<file path="src/rtl/display_pkg.sv">
// Shared types and constants for the multiplexed 7-segment display path.
// Segment bytes are active-low: bits[7:1] = a..g, bit0 = dp.
package display_pkg;

   typedef logic [7:0] seg_t;

   localparam seg_t SEG_BLANK = 8'hFF;

   typedef enum logic {
      ST_BLANK = 1'b0,
      ST_DRIVE = 1'b1
   } scan_state_t;

endpackage : display_pkg

</file>
<file path="src/rtl/display_scanner.sv">
// Time-multiplexed common-anode 7-segment scanner: blank gap then dwell per digit,
// with a double-buffered segment/enable store that only swaps at frame wrap.
module display_scanner
   import display_pkg::*;
#(
   parameter int N_DIGITS     = 8,
   parameter int DWELL_CYCLES = 12500,
   parameter int BLANK_CYCLES = 250
) (
   input  logic                    clk_i,
   input  logic                    rst_i,
   input  logic [8*N_DIGITS-1:0]   seg_i,
   input  logic [N_DIGITS-1:0]     en_i,
   input  logic                    load_i,
   output logic [N_DIGITS-1:0]     an_o,
   output seg_t                    seg_o,
   output logic                    frame_o,
   output logic                    pend_o
);

   localparam int CNT_MAX = (DWELL_CYCLES > BLANK_CYCLES) ? DWELL_CYCLES : BLANK_CYCLES;
   localparam int CNT_W   = $clog2(CNT_MAX + 1);
   localparam int IDX_W   = $clog2(N_DIGITS);

   localparam logic [CNT_W-1:0] BLANK_LAST = CNT_W'(BLANK_CYCLES - 1);
   localparam logic [CNT_W-1:0] DWELL_LAST = CNT_W'(DWELL_CYCLES - 1);
   localparam logic [IDX_W-1:0] IDX_LAST   = IDX_W'(N_DIGITS - 1);

   scan_state_t              r_state;
   scan_state_t              w_state_nxt;
   logic [CNT_W-1:0]         r_cnt;
   logic [CNT_W-1:0]         w_cnt_nxt;
   logic [IDX_W-1:0]         r_idx;
   logic [IDX_W-1:0]         w_idx_nxt;
   logic                     w_wrap;

   logic [8*N_DIGITS-1:0]    r_act_seg;
   logic [N_DIGITS-1:0]      r_act_en;
   logic [8*N_DIGITS-1:0]    r_pend_seg;
   logic [N_DIGITS-1:0]      r_pend_en;
   logic                     r_pend;

   seg_t                     w_cur_seg;
   logic                     w_cur_en;
   logic [N_DIGITS-1:0]      w_an_nxt;
   seg_t                     w_seg_nxt;

   logic [N_DIGITS-1:0]      r_an;
   seg_t                     r_seg;
   logic                     r_wrap_d;
   logic                     r_frame;

   // Scan state, slot counter and digit index
   always_ff @(posedge clk_i) begin
      if (rst_i) begin
         r_state <= ST_BLANK;
         r_cnt   <= '0;
         r_idx   <= '0;
      end else begin
         r_state <= w_state_nxt;
         r_cnt   <= w_cnt_nxt;
         r_idx   <= w_idx_nxt;
      end
   end

   // Next-state logic; w_wrap marks the last DRIVE cycle of the final digit
   always_comb begin
      w_state_nxt = r_state;
      w_cnt_nxt   = r_cnt + CNT_W'(1);
      w_idx_nxt   = r_idx;
      w_wrap      = 1'b0;
      case (r_state)
         ST_BLANK: begin
            if (r_cnt == BLANK_LAST) begin
               w_state_nxt = ST_DRIVE;
               w_cnt_nxt   = '0;
            end else begin
               w_state_nxt = ST_BLANK;
            end
         end
         ST_DRIVE: begin
            if (r_cnt == DWELL_LAST) begin
               w_state_nxt = ST_BLANK;
               w_cnt_nxt   = '0;
               if (r_idx == IDX_LAST) begin
                  w_idx_nxt = '0;
                  w_wrap    = 1'b1;
               end else begin
                  w_idx_nxt = r_idx + IDX_W'(1);
               end
            end else begin
               w_state_nxt = ST_DRIVE;
            end
         end
         default: begin
            w_state_nxt = ST_BLANK;
            w_cnt_nxt   = '0;
            w_idx_nxt   = '0;
         end
      endcase
   end

   // Double buffer: active only changes on the wrap edge, so a frame never tears
   always_ff @(posedge clk_i) begin
      if (rst_i) begin
         r_act_seg  <= {N_DIGITS{SEG_BLANK}};
         r_act_en   <= '0;
         r_pend_seg <= {N_DIGITS{SEG_BLANK}};
         r_pend_en  <= '0;
         r_pend     <= 1'b0;
      end else if (w_wrap) begin
         if (load_i) begin
            r_act_seg <= seg_i;
            r_act_en  <= en_i;
         end else if (r_pend) begin
            r_act_seg <= r_pend_seg;
            r_act_en  <= r_pend_en;
         end
         r_pend <= 1'b0;
      end else if (load_i) begin
         r_pend_seg <= seg_i;
         r_pend_en  <= en_i;
         r_pend     <= 1'b1;
      end
   end

   assign w_cur_seg = r_act_seg[{r_idx, 3'b000} +: 8];
   assign w_cur_en  = r_act_en[r_idx];

   // Drive values for the current digit; dark during blanking or when disabled
   always_comb begin
      w_an_nxt  = '1;
      w_seg_nxt = SEG_BLANK;
      if ((r_state == ST_DRIVE) && w_cur_en) begin
         w_an_nxt  = ~(N_DIGITS'(1) << r_idx);
         w_seg_nxt = w_cur_seg;
      end else begin
         w_an_nxt  = '1;
         w_seg_nxt = SEG_BLANK;
      end
   end

   // Output registers; frame pulse is delayed twice to line up with the dark gap of digit 0
   always_ff @(posedge clk_i) begin
      if (rst_i) begin
         r_an     <= '1;
         r_seg    <= SEG_BLANK;
         r_wrap_d <= 1'b0;
         r_frame  <= 1'b0;
      end else begin
         r_an     <= w_an_nxt;
         r_seg    <= w_seg_nxt;
         r_wrap_d <= w_wrap;
         r_frame  <= r_wrap_d;
      end
   end

   assign an_o    = r_an;
   assign seg_o   = r_seg;
   assign frame_o = r_frame;
   assign pend_o  = r_pend;

endmodule : display_scanner
</file>
<file path="config.mk">
export PLATFORM = sky130hd
export DESIGN_NAME = display_scanner
export DESIGN_NICKNAME = d
export VERILOG_FILES = /design/src/rtl/display_pkg.sv /design/src/rtl/display_scanner.sv
export SDC_FILE = /design/constraint.sdc
export NUM_CORES = 1
export LEC_CHECK = 0
export CAP_MARGIN = 30
export CORE_UTILIZATION = 44
export CTS_CLUSTER_SIZE = 25
export DETAILED_ROUTE_END_ITERATION = 10
export PLACE_DENSITY = 0.76
export SLEW_MARGIN = 20
export SYNTH_ARGS = -nofsm -noshare
export SYNTH_HDL_FRONTEND = slang
export SYNTH_SLANG_ARGS = --single-unit
export TNS_END_PERCENT = 1
</file>
<file path="constraint.sdc">
create_clock -name clk_i -period 2.5 [get_ports clk_i]
set_input_delay 0.5 -clock clk_i [delete_from_list [all_inputs] [get_ports clk_i]]
set_output_delay 0.5 -clock clk_i [all_outputs]
set_load 0.02 [all_outputs]
</file>
==> impl_metrics.csv <==
group,metric,value,unit
detailed_routing,drc,0,
grt,globalRouteTotalUtil,20.2,%
detailed_routing,via_per_inst,5.61,
logic_synthesis,ys.flop_type,"dfxtp_1",
die,initial_core_util,44.9,%
die,die_h,137,um
die,die-width,137,um
timing,fin_setup_tns,0,ns
clock_network,path_clk_slew,0.06,ns
min_path,hp-class,"reg2reg",
grt,grt_max_degree,150,
detailed_routing,drt_iter0_drc,542,
setup_path,ff2ff_setup_slack,0.22,ns
final_layout,final_cell_mix,"180 x dfxtp_1, 129 x a21oi_1, 90 x nor2_1, 90 x clkdlybuf4s50_1, 83 x mux2i_1",
timing,worst_slack,0.223,ns
timing,slew_violations,0,
timing,max_freq,439,MHz
die,rows,49,
job,maxCapViolations,0,
detailed_routing,wire_per_inst,16.0,um
clock_network,tritoncts,"done",
setup_path,arrival,2.63,ns
power_and_ir_drop,irDropWorstVdd,577,uV
logic_synthesis,syn_area,0.00807,mm2
logic_synthesis,synthCells,902,
clock_network,clk_path_buf_depth,2,
die,fp.dieArea,0.0189,mm2
final_layout,area_growth,19.8,%
clock_network,cts_hold_buf,0,
clock_network,insertion_delay,0.43,ns
logic_synthesis,synth.ff_latch_count,181,
power_and_ir_drop,leakagePower,3.90,nW
setup_path,criticalPathCategory,"reg2reg",
logic_synthesis,synth_edf_count,0,
power_and_ir_drop,power_density,620,mW/mm2
timing,skew,0.00892,ns
clock_network,cts_buffers,17,
detailed_routing,vias,6625,
power_and_ir_drop,power.total,5.99,mW
grt,grt_antenna_before_repair,0,
timing,setup_viol,0,
grt,grt_pass1_vias,5803,
place,io_buffers,92,
detailed_routing,firstDrtPassIters,5,
logic_synthesis,syn-mean-instance-area,8.95,um2
setup_path,startpoint_type,"register",
timing,min_period_over_period,91.1,%
detailed_routing,antenna_left,0,
grt,grt_pass1_wl,29700,um
final_layout,nets,1024,
setup_path,cp-end-kind,"register",
logic_synthesis,yosys_warnings,0,
place,dpl.hpwl,11700,um
logic_synthesis,async_flop_share,0,%
final_layout,layout_commonest_cell,"dfxtp_1",
place,pre_cts_ws,0.294,ns
final_layout,drive_gt1_share,7.15,%
clock_network,htreeDepth,4,
timing,rsz0062_at_grt,"no",
setup_path,worstPathMaxFanout,64,
die,core_region_area,0.0180,mm2
grt,overflow,0,
run_status,status,"complete, no violations",
logic_synthesis,synth_nets,986,
timing,hold_violations,0,
logic_synthesis,netlist-cell-type-count,35,
logic_synthesis,ys_seq_area_share,44.9,%
clock_network,cts-root-buf,"clkbuf_16",
timing,max-slew-margin-rel,56.0,%
clock_network,clock_sinks,181,
die,ios,93,
final_layout,diodes,0,
timing,worst_pin_slew,0.660,ns
timing,fin_crit,2.28,ns
setup_path,cp.required,2.86,ns
detailed_routing,drt-total-wl,18900,um
place,gp_congestion,0.808,
-- routing by layer --
layer  global-route usage, %  up-vias  routed length [um]
li1                        -     3295                   -
met1                    28.0     3136                9070
met2                    31.0      170                8660
met3                    3.86       24                 833
met4                    7.26        0                 353
met5                       0        -                   0
-- Yosys cell counts, drive strengths merged, types with 4 or more instances --
cell | count | area, um2
o21ai | 64 | 320
mux4 | 18 | 405
clkbuf | 57 | 214
dfxtp | 181 | 3620
ha | 9 | 113
o211ai | 9 | 72.6
nor3 | 68 | 340
nand2 | 26 | 97.6
nor4 | 5 | 43.8
nand4 | 4 | 25.0
nand3 | 19 | 95.1
mux2i | 83 | 831
a21oi | 129 | 646
buf | 31 | 163
o41ai | 9 | 86.3
xor2 | 4 | 35.0
and3 | 66 | 413
xnor2 | 8 | 70.1
nor2 | 90 | 338
inv | 9 | 33.8
-- critical path: stages, from the launching register on --
cell,delay [ns]
dfxtp_1,0.36
nand4bb_1,0.45
o41ai_4,0.63
bufbuf_16,0.46
nor3_1,0.08
a21oi_1,0.15
-- power by group --
| part | internal [mW] | switching (mW) | total (mW) |
|---|---|---|---|
| Clock | 1.44 | 1.03 | 2.47 |
| Combinational | 0.246 | 0.273 | 0.519 |
| Sequential | 2.96 | 0.0412 | 3.00 |
| Total | 4.64 | 1.35 | 5.99 |
-- per-stage QoR --
stage | instance area, um2 | hold slack (ns) | util, % | cells
finish | 9670 | 0.447 | 53.8 | 1180
global route | 9670 | 0.468 | 53.8 | 1180
CTS | 9630 | 0.452 | 53.6 | 1179
detailed placement | 9100 | 0.438 | 50.6 | 1149
global placement | 9100 | 0.426 | 50.6 | 1149
floorplan | 8070 | 0.414 | - | 902
-- repair_timing --
item                                    CTS  global route
resized for setup                         0             3
endpoints found under the setup margin    0            17
setup buffers                             0             0
-- path summary, 6_finish.rpt --
kind | from | depth (start not counted) | to
worst max-delay path | r_cnt[2] | 5 | r_pend_seg[61]
worst min register to register | r_wrap_d | 1 | frame_o
worst max register to register | r_cnt[2] | 5 | r_pend_seg[61]
worst min-delay path | r_wrap_d | 1 | frame_o
-- flip-flops by register name (all words and copies together) (netlist names), 3 cells and up --
name	count
an_o	8
r_act_en	8
r_act_seg	64
r_cnt	14
r_idx	3
r_pend_en	8
r_pend_seg	64
seg_o	8
-- final cells by class --
class                           instances  area, um2
Clock buffer                           26        489
Clock inverter                          4       47.5
Fill cell                            1634       8290
Inverter                                9       33.8
Multi-Input combinational cell        624       4070
Sequential cell                       181       3620
Tap cell                              229        287
Timing Repair Buffer                  107       1120
-- cells by family (layout without fill, tap and decap cells) --
group,count (synthesis),count (layout),synth area share [%]
xor gates and xnor gates,12,12,1.30
muxes,101,101,15.3
DFF,181,181,44.9
AOI/OAI and AO/OA,211,211,13.9
adders and majority gates,9,9,1.39
and+or+nand+nor,291,291,18.1
buffers and inverters,97,146,5.08
No activity file was read; power rests on OpenSTA's default activity.
